## config.mk

```make
export PLATFORM = sky130hd
export DESIGN_NAME = pipe_stage_reg
export DESIGN_NICKNAME = d
export VERILOG_FILES = /design/src/rtl/pipe_stage_reg.sv
export SDC_FILE = /design/constraint.sdc
export NUM_CORES = 1
export LEC_CHECK = 0
export CORE_ASPECT_RATIO = 2
export CORE_UTILIZATION = 40
export CTS_BUF_LIST = sky130_fd_sc_hd__clkbuf_8
export CTS_CLUSTER_SIZE = 28
export DETAILED_ROUTE_END_ITERATION = 6
export GPL_TIMING_DRIVEN = 0
export PLACE_DENSITY_LB_ADDON = 0.15
export SLEW_MARGIN = 20
export SYNTH_ARGS = -nofsm -noshare
export SYNTH_HDL_FRONTEND = slang
export SYNTH_SLANG_ARGS = --single-unit
```

## constraint.sdc

```tcl
create_clock -name clk -period 2.7 [get_ports clk]
set_clock_uncertainty 0.2 [all_clocks]
set_input_delay 0.54 -clock clk [delete_from_list [all_inputs] [get_ports clk]]
set_output_delay 0.54 -clock clk [all_outputs]
set_load 0.05 [all_outputs]
```

## src/rtl/pipe_stage_reg.sv

```systemverilog
// Parametrised inter-stage pipeline register with valid/ready handshake,
// optional two-entry skid buffer, synchronous flush and async reset.
module pipe_stage_reg #(
  parameter int unsigned      WIDTH  = 32,
  parameter logic [WIDTH-1:0] BUBBLE = {WIDTH{1'b0}},
  parameter bit               SKID   = 1'b1
) (
  input  logic             clk,
  input  logic             rst_n,
  input  logic             flush,
  input  logic             in_valid,
  output logic             in_ready,
  input  logic [WIDTH-1:0] in_data,
  output logic             out_valid,
  input  logic             out_ready,
  output logic [WIDTH-1:0] out_data,
  output logic [1:0]       occupancy
);

  logic             main_valid, main_valid_d;
  logic             skid_valid, skid_valid_d;
  logic             ready_q, ready_d;
  logic [WIDTH-1:0] main_data, main_data_d;
  logic [WIDTH-1:0] skid_data, skid_data_d;
  logic [1:0]       occ_q, occ_d;
  logic             in_xfer, out_xfer;

  assign out_valid = main_valid;
  assign out_data  = main_data;
  assign occupancy = occ_q;
  // Skid variant uses a registered ready; single-entry variant passes ready through.
  assign in_ready  = SKID ? ready_q : (!main_valid || out_ready);

  // Next-state for main/skid entries; flush overrides every handshake.
  always_comb begin
    main_valid_d = main_valid;
    main_data_d  = main_data;
    skid_valid_d = skid_valid;
    skid_data_d  = skid_data;
    ready_d      = ready_q;
    in_xfer      = in_valid && in_ready;
    out_xfer     = main_valid && out_ready;

    if (flush) begin
      main_valid_d = 1'b0;
      main_data_d  = BUBBLE;
      skid_valid_d = 1'b0;
      skid_data_d  = BUBBLE;
      ready_d      = 1'b1;
    end else if (skid_valid) begin
      // in_ready is low here, so only the skid->main refill can happen.
      if (out_xfer) begin
        main_data_d  = skid_data;
        skid_valid_d = 1'b0;
        skid_data_d  = BUBBLE;
        ready_d      = 1'b1;
      end
    end else if (in_xfer) begin
      if (!main_valid || out_xfer) begin
        main_valid_d = 1'b1;
        main_data_d  = in_data;
      end else begin
        skid_valid_d = 1'b1;
        skid_data_d  = in_data;
        ready_d      = 1'b0;
      end
    end else if (out_xfer) begin
      main_valid_d = 1'b0;
      main_data_d  = BUBBLE;
    end

    occ_d = 2'(main_valid_d) + 2'(skid_valid_d);
  end

  always_ff @(posedge clk or negedge rst_n) begin
    if (!rst_n) begin
      main_valid <= 1'b0;
      main_data  <= BUBBLE;
      skid_valid <= 1'b0;
      skid_data  <= BUBBLE;
      ready_q    <= 1'b1;
      occ_q      <= 2'd0;
    end else begin
      main_valid <= main_valid_d;
      main_data  <= main_data_d;
      skid_valid <= skid_valid_d;
      skid_data  <= skid_data_d;
      ready_q    <= ready_d;
      occ_q      <= occ_d;
    end
  end

endmodule

```

== Yosys cells after proc, flatten, opt, wreduce, memory -nomap -nowiden ==
Cells that the tools add are included.

* Flip-flop bits (word level): 69
* Bits in latches: 0
* RAM bits: 0
* ROM bits: 0
* Bits of input ports: 37
* Output and inout port bits: 36
* Logic and storage cells: 43
* Memories: 0

* $add $sub $neg: 1
* $mul: 0
* Divide/modulo/power cells: 0
* $lt $le $gt $ge: 0
* Eq/ne operators: 3
* Shift operators: 0
* Muxes and demuxes: 25
* Bitwise operators: 0
* Reduce and logical (&&, ||, !) cells: 8

{| class="wikitable"
|+ Operator list
! operator !! number
|-
| $mux 32 || 10
|-
| $mux 1 || 15
|-
| $reduce_and 3->1 || 2
|-
| $reduce_bool 3->1 || 2
|-
| $ne 4x3->1 const B || 1
|-
| $ne 3x2->1 const B || 1
|-
| $ne 3x3->1 const B || 1
|-
| $add 1x1->2 || 1
|-
| $logic_and 1x1->1 || 2
|-
| $logic_not 1->1 || 1
|-
| $logic_or 1x1->1 || 1
|}

== Depth between registers and ports, before layout ==
Gate-level depths: netlist (run 1).

* Depth after elaboration: 7
* Depth in mapped cells: 6
* Gate-level depth less buffers: 4

== Worst setup path before layout (run 1) ==
OpenSTA, ideal clock, no wires.

* Path kind: register -> register
* Start: reg ready_q, in the netlist in_ready
* End: reg occ_q[0], in the netlist occupancy[0]
* Data arrival time: 1.618 ns
* Setup slack: 0.756 ns
* Stages on the path, launching flop included: 7
* Buffers on the path: 2
* Cells stage by stage: dfstp_2 > and3b_1 > buf_6 > buf_2 > a21oi_1 > nor2_1 > ha_1

* Cells in the longest elaborated chain, start to end: 5
* Elaborated cells on any way between the ends: 8
* Those cells by class: add/sub: 1; mux: 6; reduce/logical: 1

{| class="wikitable"
|+ RTL lines
! what !! RTL line !! RTL
|-
| from (decl) || 22 || <nowiki>logic ready_q, ready_d;</nowiki>
|-
| from (signal assigned) || 88 || <nowiki>ready_q <= ready_d;</nowiki>
|-
| $logic_and 1x1->1 || 41 || <nowiki>in_xfer = in_valid && in_ready;</nowiki>
|-
| $mux 1 || 58 || <nowiki>end else if (in_xfer) begin</nowiki>
|-
| $mux 1 || 50 || <nowiki>end else if (skid_valid) begin</nowiki>
|-
| $mux 1 || 44 || <nowiki>if (flush) begin</nowiki>
|-
| named net main_valid_d || 20 || <nowiki>logic main_valid, main_valid_d;</nowiki>
|-
| $add 1x1->2 || 72 || <nowiki>occ_d = 2'(main_valid_d) + 2'(skid_valid_d);</nowiki>
|-
| named net occ_d[0] || 25 || <nowiki>logic [1:0] occ_q, occ_d;</nowiki>
|-
| to (signal assigned) || 82 || <nowiki>occ_q <= 2'd0;</nowiki>
|-
| to (signal assigned) || 89 || <nowiki>occ_q <= occ_d;</nowiki>
|-
| to (decl) || 25 ||
|}

The timed path passes the listed nets, and every way through them passes these cells.
A chain may end at the register's enable or synchronous reset.

== Worst setup path in the final report (run 1) ==
* Start: reg ready_q, in the netlist in_ready
* End: out in_ready

{| class="wikitable"
|+ RTL lines
! what !! RTL line !! RTL
|-
| to (decl) || 12 || <nowiki>output logic in_ready,</nowiki>
|}

No word-level cell between the ends.

==> reports/results.tsv, run 1 <==
stage	metric	value	unit
routing	postRouteWirelength	7029	um
cts	tritoncts_buffers	9	
global_route	grt_first_pass_wirelength	11460	um
floorplan	initial_utilization	0.4096	
power	power.leakage	1.833	nW
run_status	status	finished clean	
logic_synthesis	synthesized_flop_and_latch_total	69	
placement	dp_slack	0.2597	ns
timing	rsz0062_at_grt	false	
logic_synthesis	post_synth_instance_area	0.002954	mm^2
logic_synthesis	synth-seq-area-share	0.5849	
cts	clk-insertion-delay-late	0.35	ns
critical_path	timing.critical_path.from_type	flop	
timing	setup_ws	0.2125	ns
global_route	pin_count_of_the_biggest_net_entering_global_routing	58	
layout	post-route-cell-area	0.004050	mm^2
cts	clkTransAtPathRegs	0.07	ns
floorplan	std_cell_rows	44	
power	power-per-cell-area	654.8	mW/mm^2
routing	final_antenna_net_count	0	
logic_synthesis	postSynthAreaPerCell	14.07	um^2
logic_synthesis	yosys_warnings	0	
critical_path	register_to_register_setup_slack	0.81	ns
placement	placement.cell_area	0.003815	mm^2
cts	postcts_resize_cnt	0	
logic_synthesis	synthCells	210	
cts	cts_tree	built	
critical_path	crit_path_max_delay_family	buffers and inverters	
routing	firstDrtPassIters	4	
timing	min_period	2.488	ns
global_route	grt_pass1_vias	2321	
placement	globalplace.congestion	0.7415	
timing	final_count_of_hold_timing_violations	0	
timing	setup_viol_count_final	0	
layout	synthToLayoutAreaGrowth	37.10	%
critical_path	required	1.96	ns
floorplan	die-area	0.007753	mm^2
layout	antenna_cells	0	
routing	routed_vias_inst	5.658	
critical_path	crit-reg2reg-launch	in_ready	
layout	fin_nets	333	
floorplan	die-height	123.5	um
routing	initialDrtViolationCount	130	
timing	pins_over_slew_limit	0	
logic_synthesis	synth.top_cells.by_area	dfrtp_1 58%, a22o_1 18%, a32o_1 11%	
critical_path	critPathSlowestCell	clkdlybuf4s50_1	
critical_path	critical_path.max_fanout	7	
logic_synthesis	synth_top_area_share	0.5760	
critical_path	r2r-end	occupancy[0]	
critical_path	timing.critical_path.from	in_ready	
layout	layout-drive-gt1-share	0.1400	
critical_path	max_stage_delay	0.81	ns
layout	layout.core_utilization	0.5616	
critical_path	crit_buf_inv	1	
timing	slew_headroom	0.6446	
power	peakVddDrop	0.0003811	V
routing	vias	2218	
power	post-layout-total-power	2.652	mW
min_path	worst_hold_path.num_cells	1	
cts	cts_sinks	69	
placement	buffers_on_ports	72	
placement	detailed_place_hpwl	4869	um
global_route	number_of_antenna_violations_at_the_first_check_in_global_routing	0	
global_route	track_usage	0.1994	
min_path	worst_hold_path_class	flop to flop	
cts	ctsLongestPathBuffers	2	
logic_synthesis	synth_cell_type_count	25	
critical_path	cp-end-kind	output port	
cts	clk_root_buffer_cell	clkbuf_8	
min_path	hold-path-endpoint	out_data[7]	
flow_run	drv.max_cap_violation_count	0	
timing	timing.fmax	0.4020	GHz
logic_synthesis	synth_nets	248	
logic_synthesis	synthDominantAreaCellType	dfrtp_1	
layout	fillers	632	
global_route	globalRouteOverflowTotal	0	
cts	cts_setup_buffers	0	
min_path	hold_path.startpoint	out_data[7]	
floorplan	core_area	0.007212	mm^2
critical_path	ff2ff_path_depth	6	
timing	post-route-period-util	0.9213	
cts	h_tree_levels	3	
floorplan	die_width	62.77	um
routing	drcViolationCount	0	
routing	routedWlPerCell	17.93	um
critical_path	crit_chain	clkdlybuf4s50_1	
critical_path	worstPathArrival	1.75	ns
critical_path	worst-setup-path-type	flop to output port	
timing	max_slew.worst_pin.slew	0.5314	ns
floorplan	i_o_pin_count	73	
-- stage by stage --
stage               hold WS (ns)  setup TNS (ns)  std cells
finish                    0.3021               0        392
global route              0.3163               0        392
CTS                       0.3098               0        392
detailed placement        0.2030               0        375
global placement          0.2863          -97.94        374
floorplan                0.04441               0        210
-- Yosys cell counts --
library cell	number
a31oi_1	1
nor2b_1	1
nor2_1	1
a32o_1	32
and4bb_1	2
buf_8	3
a21oi_1	4
ha_1	1
o21ai_1	1
o21ai_2	1
dfrtp_1	68
dfstp_2	1
buf_6	6
a21oi_2	1
nand3b_1	1
buf_2	6
a22o_1	61
inv_1	1
and3b_1	1
nand4bb_1	1
clkbuf_1	6
a22o_2	3
nand2b_1	1
buf_4	4
and2_1	2
-- state kept, by name, indices dropped and copies added (netlist names) --
signal      flops
in_ready        1
occupancy       2
out_data       32
out_valid       1
skid_data      32
skid_valid      1
-- power breakdown --
group / total (mW) / internal (mW) / switching [mW]
Sequential: 1.13 / 1.09 / 0.0389
Combinational: 0.579 / 0.237 / 0.342
Clock: 0.941 / 0.564 / 0.377
-- worst max path at each step --
stage	endpoint	depth (start not counted)	slack [ns]
after floorplan	occupancy[0]	6	0.76
after global placement	skid_data[18]	1	-1.44
after detailed placement	occupancy[0]	7	0.26
after CTS	in_ready	1	0.20
after global routing	out_valid	1	0.17
final	in_ready	1	0.21
-- final cells by class --
cell class,instances,area [um^2],area share
Sequential cell,69,1728,0.4266
Inverter,1,3.754,0.0009268
Tap cell,92,115.1,0.02842
Multi-Input combinational cell,115,1027,0.2536
Buffer,25,195.2,0.04819
Clock buffer,11,151.4,0.03738
Timing Repair Buffer,74,755.7,0.1866
Clock inverter,5,73.82,0.01823
-- metal layers --
metal | wire length [um] | up-vias | global-route usage | part of all wire
met4 | 159 | 0 | 0.1017 | 0.023
met1 | 2876 | 1125 | 0.2191 | 0.41
met3 | 228 | 13 | 0.04889 | 0.032
met2 | 3764 | 50 | 0.3533 | 0.54
met5 | 0 | - | 0 | 0
li1 | - | 1030 | - | -
-- placed cells by master, fill, tap and decap left out --
| master | instances |
|---|---|
| clkdlybuf4s50_1 | 71 |
| dfrtp_1 | 68 |
| a22o_1 | 61 |
| a32o_1 | 32 |
| clkbuf_8 | 11 |
| buf_6 | 6 |
| buf_2 | 6 |
| clkbuf_1 | 6 |
| buf_4 | 5 |
| a21oi_1 | 4 |
| buf_8 | 3 |
| a22o_2 | 3 |
| inv_1 | 2 |
| and4bb_1 | 2 |
| and2_1 | 2 |
| bufinv_16 | 2 |
| clkinv_2 | 2 |
| nand2b_1 | 1 |
| and3b_1 | 1 |
| nor2_1 | 1 |
| a31oi_1 | 1 |
| nor2b_1 | 1 |
| o21ai_2 | 1 |
| nand4bb_1 | 1 |
| a21oi_2 | 1 |
| nand3b_1 | 1 |
| o21ai_1 | 1 |
| ha_1 | 1 |
| dlygate4sd3_1 | 1 |
| dfstp_2 | 1 |
| buf_16 | 1 |
-- timing repair --
item                                   CTS  global route
setup endpoints to repair                0             0
hold buffers                             1             0
endpoints found under the hold margin   12             0
-- logic make-up after synthesis --
logic type                 after synthesis  synth area share
adders and majority gates                1          0.004235
DFF                                     69            0.5849
AOI/OAI and AO/OA                      104            0.3160
and+or+nand+nor                         10           0.02753
buffers and inverters                   26           0.06734
Power figures use the tool's default switching activity.
==> run 2, diff against run 1 <==
CORE_UTILIZATION = 55   (was 40)
==> reports/results.tsv, run 2 (synthesis gave the netlist of run 1 again) <==
stage	metric	value	unit	change
cts	cts_tree	built		
timing	rsz0062_at_grt	false		
routing	initialDrtViolationCount	61		-53%
layout	post-route-cell-area	0.003960	mm^2	-2.2%
routing	routed_vias_inst	6.296		+11%
power	peakVddDrop	0.0005954	V	+56%
placement	globalplace.congestion	0.7794		+5.1%
routing	drcViolationCount	0		unchanged
min_path	hold-path-endpoint	out_data[4]		
critical_path	timing.critical_path.from	in_ready		
timing	pins_over_slew_limit	0		unchanged
critical_path	critPathSlowestCell	clkdlybuf4s50_1		
global_route	grt_pass1_vias	2355		+1.5%
critical_path	crit-reg2reg-launch	in_ready		
critical_path	ff2ff_path_depth	6		unchanged
critical_path	required	1.96	ns	about the same
min_path	hold_path.startpoint	out_data[4]		
floorplan	std_cell_rows	37		-16%
floorplan	i_o_pin_count	73		unchanged
cts	ctsLongestPathBuffers	2		unchanged
min_path	worst_hold_path_class	flop to flop		
placement	buffers_on_ports	72		unchanged
cts	cts_sinks	69		unchanged
min_path	worst_hold_path.num_cells	1		unchanged
critical_path	crit_buf_inv	1		unchanged
floorplan	die_width	53.82	um	-14%
timing	timing.fmax	0.3997	GHz	-0.58%
floorplan	initial_utilization	0.5749		+0.1653
global_route	grt_first_pass_wirelength	11410	um	-0.48%
timing	final_count_of_hold_timing_violations	0		unchanged
timing	max_slew.worst_pin.slew	0.5226	ns	-0.008737 ns
critical_path	register_to_register_setup_slack	0.78	ns	-0.03 ns
layout	layout.cells.most_common_list	71 x clkdlybuf4s50_1, 68 x dfrtp_1, 61 x a22o_1, 32 x a32o_1, 11 x clkbuf_8		
critical_path	worstPathArrival	1.76	ns	about the same
cts	clk_root_buffer_cell	clkbuf_8		
cts	cts_setup_buffers	0		unchanged
routing	vias	2254		+1.6%
power	power.leakage	1.809	nW	-1.3%
cts	tritoncts_buffers	9		unchanged
layout	antenna_cells	0		unchanged
timing	min_period	2.502	ns	+0.01445 ns
critical_path	max_stage_delay	0.82	ns	about the same
global_route	number_of_antenna_violations_at_the_first_check_in_global_routing	0		unchanged
layout	layout_commonest_cell	clkdlybuf4s50_1		
routing	routedWlPerCell	19.18	um	+6.9%
placement	detailed_place_hpwl	4747	um	-2.5%
floorplan	core_area	0.005139	mm^2	-29%
layout	fin_nets	333		unchanged
critical_path	crit_chain	clkdlybuf4s50_1		
timing	setup_viol_count_final	0		unchanged
timing	total_neg_setup_slack	0	ns	unchanged
global_route	track_usage	0.2793		+0.07990
run_status	status	finished clean		
timing	slew_headroom	0.6505		+0.005843
cts	clkTransAtPathRegs	0.07	ns	about the same
layout	layout-drive-gt1-share	0.1400		unchanged
layout	synthToLayoutAreaGrowth	34.05	%	
routing	firstDrtPassIters	4		unchanged
floorplan	die-height	105.6	um	-14%
cts	h_tree_levels	3		unchanged
global_route	globalRouteOverflowTotal	0		unchanged
cts	postcts_resize_cnt	0		unchanged
placement	placement.cell_area	0.003772	mm^2	-1.1%
routing	postRouteWirelength	6865	um	-2.3%
critical_path	timing.critical_path.from_type	flop		
flow_run	drv.max_cap_violation_count	0		unchanged
critical_path	worst-setup-path-type	flop to output port		
critical_path	critical_path.max_fanout	7		unchanged
global_route	pin_count_of_the_biggest_net_entering_global_routing	58		unchanged
timing	post-route-period-util	0.9267		+0.005351
cts	clk-insertion-delay-late	0.34	ns	about the same
critical_path	cp-end-kind	output port		
floorplan	die-area	0.005686	mm^2	-27%
power	power-per-cell-area	622.1	mW/mm^2	-5.0%
critical_path	crit_path_max_delay_family	buffers and inverters		
cts	cts.hold.buffers_added	1		unchanged
critical_path	r2r-end	occupancy[0]		
routing	final_antenna_net_count	0		unchanged
## run 2: cell type report
cell class	instances	area [um^2]
clock buffers	11	151.4
well taps	58	72.57
repair buffers	74	755.7
multi-input cells	115	1027
clock inverters	5	26.28
flip-flops and latches	69	1728
fillers	347	1179
plain buffers	25	195.2
inverters	1	3.754
## run 2: per-stage QoR
| stage | power [mW] | hold WS (ns) | utilization | cells | setup slack, ns |
|---|---|---|---|---|---|
| after global placement | 1.720 | 0.2862 | 0.7292 | 340 | -1.350 |
| after detailed placement | 1.731 | 0.2028 | 0.7341 | 341 | 0.2621 |
| final | 2.463 | 0.3036 | 0.7706 | 358 | 0.1980 |
| after CTS | 2.473 | 0.3098 | 0.7706 | 358 | 0.2015 |
| after floorplan | 1.497 | 0.04441 | - | 210 | 0.7557 |
| after global routing | 2.570 | 0.3202 | 0.7706 | 358 | 0.1746 |
## run 2: how the worst max path moves through the flow
stage,end,cells past startpoint
2_1_floorplan,occupancy[0],6
3_3_place_gp,skid_data[16],1
3_5_place_dp,occupancy[0],7
4_1_cts,in_ready,1
5_1_grt,out_valid,1
6_report,in_ready,1
## run 2: power by group
group	switching (mW)	total, mW	internal [mW]
combinational	0.342	0.579	0.237
clock	0.377	0.752	0.375
sequential	0.0390	1.13	1.09
## run 2: layer usage
metal  share of wire  global-route usage
met1            0.39              0.3398
met2            0.55              0.4594
met3           0.038             0.04473
met4           0.021              0.1316
met5               0                   0
